File: config.mk
export PLATFORM = sky130hd
export DESIGN_NAME = byte_frame_parser
export DESIGN_NICKNAME = d
export VERILOG_FILES = /design/src/rtl/byte_frame_pkg.sv /design/src/rtl/frame_stat_cnt.sv /design/src/rtl/byte_frame_parser.sv
export SDC_FILE = /design/constraint.sdc
export NUM_CORES = 1
export LEC_CHECK = 0
export BUFFER_PORTS_ARGS = -buffer_cell sky130_fd_sc_hd__buf_2
export CORE_MARGIN = 4
export CORE_UTILIZATION = 55
export DETAILED_ROUTE_END_ITERATION = 16
export PLACE_DENSITY = 0.83
export SETUP_SLACK_MARGIN = 0.5
export SLEW_MARGIN = 20
export SYNTH_ARGS = -nofsm -noshare
export SYNTH_HDL_FRONTEND = slang
export SYNTH_SLANG_ARGS = --single-unit
File: constraint.sdc
create_clock -name clk -period 2.65 [get_ports clk]
set_input_delay 0.53 -clock clk [delete_from_list [all_inputs] [get_ports clk]]
set_output_delay 0.53 -clock clk [all_outputs]
set_load 0.1 [all_outputs]
File: src/rtl/byte_frame_pkg.sv
// Shared types and constants for the byte frame parser slice.
// Optional build macro used by the parser: BYTE_FRAME_STAT_EN.
package byte_frame_pkg;

    localparam int         LEN_W    = 8;
    localparam logic [7:0] SYNC_DEF = 8'hA5;

    typedef enum logic [1:0] {
        IDLE,
        LEN,
        PLD,
        CHK
    } state_t;

endpackage

File: src/rtl/frame_stat_cnt.sv
// Saturating 16-bit event counter for frame statistics.
// Instantiated by byte_frame_parser only under BYTE_FRAME_STAT_EN.
module frame_stat_cnt (
    input  logic        clk,
    input  logic        rstn,
    input  logic        inc,
    output logic [15:0] cnt
);

    // Count one event per inc cycle, sticking at all-ones.
    always_ff @(posedge clk) begin
        if (!rstn) begin
            cnt <= '0;
        end else if (inc && cnt != 16'hFFFF) begin
            cnt <= cnt + 16'd1;
        end
    end

endmodule

File: src/rtl/byte_frame_parser.sv
// Sync/length/payload/XOR-checksum frame parser on a byte stream.
// Define BYTE_FRAME_STAT_EN to add ok_cnt/err_cnt frame counters.
module byte_frame_parser
    import byte_frame_pkg::*;
#(
    parameter logic [7:0] SYNC_BYTE = SYNC_DEF,
    parameter int         MAX_LEN   = 16
) (
    input  logic       clk,
    input  logic       rstn,
    input  logic [7:0] din,
    input  logic       din_en,
    output logic [7:0] pld_data,
    output logic       pld_en,
    output logic       pld_last,
    output logic       frame_ok,
    output logic       frame_err
`ifdef BYTE_FRAME_STAT_EN
    ,
    output logic [15:0] ok_cnt,
    output logic [15:0] err_cnt
`endif
);

    localparam logic [LEN_W-1:0] MAX_L = LEN_W'(MAX_LEN);

    state_t           state, state_n;
    logic [LEN_W-1:0] len, len_n;
    logic [LEN_W-1:0] cnt, cnt_n;
    logic [7:0]       chk, chk_n;
    logic [7:0]       data_n;
    logic             en_n, last_n, ok_n, err_n;

    // State, frame context and registered outputs.
    always_ff @(posedge clk) begin
        if (!rstn) begin
            state     <= IDLE;
            len       <= '0;
            cnt       <= '0;
            chk       <= '0;
            pld_data  <= '0;
            pld_en    <= 1'b0;
            pld_last  <= 1'b0;
            frame_ok  <= 1'b0;
            frame_err <= 1'b0;
        end else begin
            state     <= state_n;
            len       <= len_n;
            cnt       <= cnt_n;
            chk       <= chk_n;
            pld_data  <= data_n;
            pld_en    <= en_n;
            pld_last  <= last_n;
            frame_ok  <= ok_n;
            frame_err <= err_n;
        end
    end

    // Next state and output values; only accepted bytes move the FSM.
    always_comb begin
        state_n = state;
        len_n   = len;
        cnt_n   = cnt;
        chk_n   = chk;
        data_n  = pld_data;
        en_n    = 1'b0;
        last_n  = 1'b0;
        ok_n    = 1'b0;
        err_n   = 1'b0;
        if (din_en) begin
            unique case (state)
                IDLE: begin
                    if (din == SYNC_BYTE) state_n = LEN;
                end
                LEN: begin
                    len_n = din;
                    chk_n = din;
                    cnt_n = '0;
                    if (din == '0) begin
                        state_n = CHK;
                    end else if (din > MAX_L) begin
                        err_n   = 1'b1;
                        state_n = IDLE;
                    end else begin
                        state_n = PLD;
                    end
                end
                PLD: begin
                    chk_n  = chk ^ din;
                    cnt_n  = cnt + 8'd1;
                    data_n = din;
                    en_n   = 1'b1;
                    if (cnt == len - 8'd1) begin
                        last_n  = 1'b1;
                        state_n = CHK;
                    end
                end
                CHK: begin
                    ok_n    = (din == chk);
                    err_n   = (din != chk);
                    state_n = IDLE;
                end
                default: state_n = IDLE;
            endcase
        end
    end

`ifdef BYTE_FRAME_STAT_EN
    frame_stat_cnt u_ok_cnt (
        .clk  (clk),
        .rstn (rstn),
        .inc  (frame_ok),
        .cnt  (ok_cnt)
    );

    frame_stat_cnt u_err_cnt (
        .clk  (clk),
        .rstn (rstn),
        .inc  (frame_err),
        .cnt  (err_cnt)
    );
`endif

endmodule

==> run summary <==
Count of final setup violators: 0
Crit share post-route: 0.838
Antenna violations before repair: 0
Ratio of routed vias to standard cells: 5.76
Share of cells above drive strength 1: 0.191
Number of max-capacitance violations reported: 0
Clock transition at path regs: 0.08 ns
RSZ-0062 raised after global routing: yes
Number of buffers created by CTS: 5
HPWL after DPL: 3.20 mm
Synth top area cells: sky130_fd_sc_hd__dfxtp_1, sky130_fd_sc_hd__xor2_1, sky130_fd_sc_hd__nand2_1, sky130_fd_sc_hd__a21oi_1, sky130_fd_sc_hd__mux2i_1
Die Height: 68.4 um
Clock sink total: 38
Initial Util: 0.583
Final hold vios: 0
List of most frequent post-synthesis cells: sky130_fd_sc_hd__dfxtp_1, sky130_fd_sc_hd__nand2_1, sky130_fd_sc_hd__a21oi_1, sky130_fd_sc_hd__nor2_1, sky130_fd_sc_hd__nand3_1
Met3 wirelength from detailed routing: 242 um
Final-stage net count: 284
CTS tree: yes
Area share of the largest cell type after synthesis: 0.379
Synthesized netlist net count: 262
Total track usage: 0.213
Most repeated cell in the gate-level netlist after synthesis: sky130_fd_sc_hd__dfxtp_1
Via total after detailed routing: 1803
Worst slack on hold paths: 0.452 ns
Crit Reg-Reg Endpoint: state[0]
CTS root buffer: sky130_fd_sc_hd__clkbuf_8
Wire length of the first global-routing pass: 7.42 mm
Terminating pin of the worst hold path: pld_data[4]
Remaining routing DRC violations: 0
Leakage power total: 0.876 nW
Largest net degree at the start of global routing: 22
Max Transition Viols Final: 0
Number of distinct library cells after synthesis: 37
Die outline area: 4680 um2
Status: complete, no violations
Seq/Total Area, Yosys: 0.379
R2R cell count: 6
Row count: 21
Pwr/cell area: 480 nW/um2
Number of filler instances in the final layout: 284
Fmax: 0.450 GHz
Count of pins on the block boundary: 23
Final worst path period need: 2.22 ns
Number of cells traversed by the worst hold path: 2
Total length of routed met2 wires: 2.21 mm
IO buf count: 22
Max Used Layer: met4
Die width: 68.4 um
Buffers from clock root to sink, at most: 2
Maximum clock skew at final layout: 0.0105 ns
Most used DFF post-synth: sky130_fd_sc_hd__dfxtp_1
Flip-flop and latch count after synthesis: 38
Mapped Cells: 244
Startpoint of the lowest-slack hold path: pld_data[4]
Number of synthesized flops with an enable pin: 0
Mean instance size in the synthesized netlist: 8.23 um2
Worst r2r src: len[0]
Count of synthesis-stage warnings from yosys: 0
Worst max-slew margin expressed relative to the limit: 0.677
Number of iterations in the first detailed-routing pass: 4
Highest ir drop seen on vdd: 0.378 mV
Detailed router's first-iteration violation count: 130
Worst reg2reg setup slack: 0.43 ns
Setup crit end kind: flip-flop
Met1 wire length: 1.88 mm
Source-to-sink clock delay at the later pin of the worst-skew pair: 0.30 ns
Total non-filler cell area in the finished layout: 2310 um2
Area leader, netlist: sky130_fd_sc_hd__dfxtp_1
Count of antenna diodes in the layout: 0
Layout overhead on the synthesized area: 15.1%
Setup TNS: 0 ns
Worst Setup Start Kind: flip-flop
Crit path kind: reg -> reg
Highest net fanout along the worst path: 4
Count of antenna-violating nets left after detailed routing: 0
Hold/Removal Path Class: reg -> reg
Actual slew at the worst max-slew pin: 0.488 ns
Post-synthesis async set-or-reset flop share: 0
Overflow after GRT: 0
Arrival @ worst endpoint: 2.43 ns
Synth Cell Area: 2010 um2
Data required time at the worst endpoint: 2.86 ns
Core footprint: 3440 um2
Tot Pwr: 1.11 mW
Routability congestion estimate: 0.864
Wire length reported by the detailed router: 4.42 mm
Via count of the first global-routing pass: 1708
H-tree level count: 2
DR WL/cell: 14.1 um
Area post-placement: 2150 um2
cell usage in the layout (no fill, tap or decap), drive strengths merged, types with 2 or more instances in the layout:
cell type  instances
or4                2
o21ai             11
mux2i              9
ha                 7
clkinv             2
nand2             32
inv                7
dfxtp             38
buf               31
or3                3
nor2              20
nand3             18
xnor2              7
nand4              5
a21oi             20
nor4               4
xor2              16
nor3               3
clkbuf             5
a211o              2
a22oi              9
repair_timing:
item | CTS | global route
buffers inserted | 4 | 0
endpoints found under the setup margin | 2 | 2
pin swaps | 3 | 0
endpoints found under the hold margin | 0 | 0
gates resized for setup | 1 | 5
hold buffers | 0 | 0
worst max-delay path, stage by stage, from the launching register on:
cell and delay, ns:
sky130_fd_sc_hd__dfxtp_4 0.35, sky130_fd_sc_hd__or4_4 0.56, sky130_fd_sc_hd__nor4b_4 0.23, sky130_fd_sc_hd__o211ai_1 0.12, sky130_fd_sc_hd__a211o_1 0.34, sky130_fd_sc_hd__a211o_1 0.28
sky130_fd_sc_hd__a221oi_2 0.25
worst max path at each step:
| stage | from | end | slack (ns) |
|---|---|---|---|
| floorplan | len[1] | state[0] | 0.50 |
| global placement | len[1] | state[0] | 0.46 |
| detailed placement | len[1] | flip-flop | 0.33 |
| CTS | len[1] | state[0] | 0.46 |
| global route | len[0] | flip-flop | 0.37 |
| finish | len[0] | state[0] | 0.43 |
flip-flops by register name, indices dropped and copies added, names as in the netlist, named ones only:
name       cells
frame_ok       1
pld_last       1
pld_data       8
frame_err      1
chk            8
state          1
len            8
cnt            8
pld_en         1
per-stage QoR:
| step | std cells | util | setup WS [ns] |
|---|---|---|---|
| after floorplan | 244 | - | 0.503 |
| after global placement | 301 | 0.623 | 0.460 |
| after detailed placement | 301 | 0.623 | 0.333 |
| after CTS | 313 | 0.664 | 0.456 |
| after global routing | 313 | 0.671 | 0.373 |
| final | 313 | 0.671 | 0.429 |
metal layers:
layer | vias up | GRT usage
met5 | - | 0
met4 | 0 | 0.124
met3 | 10 | 0.0476
met2 | 53 | 0.335
met1 | 843 | 0.264
li1 | 897 | -
kinds of logic (layout without fill, tap and decap cells):
logic type                 count (synthesis)  count (layout)  synth area share
and+or+nand+nor                           94              94             0.227
AOI/OAI and AO/OA                         50              50             0.158
DFF                                       38              38             0.379
xor gates and xnor gates                  23              23             0.100
buffers and inverters                     23              46            0.0480
muxes                                      9               9            0.0449
adders and majority gates                  7               7            0.0436
final cells by class:
type	instances	area, um2	share of cell area
multi-input cells	183	1170	0.507
flip-flops and latches	38	768	0.332
repair buffers	31	178	0.0769
clock buffers	5	68.8	0.0298
well taps	46	57.6	0.0249
clock inverters	3	40.0	0.0173
inverters	7	26.3	0.0114
report_power, final:
group | leakage (nW) | total (mW) | internal (mW) | switching (mW)
Clock | 0.0579 | 0.483 | 0.277 | 0.206
Combinational | 0.510 | 0.0545 | 0.0170 | 0.0375
Sequential | 0.308 | 0.571 | 0.570 | 0.00105
Total | 0.876 | 1.11 | 0.864 | 0.244
Note: power is estimated with default switching activity, not from simulation.
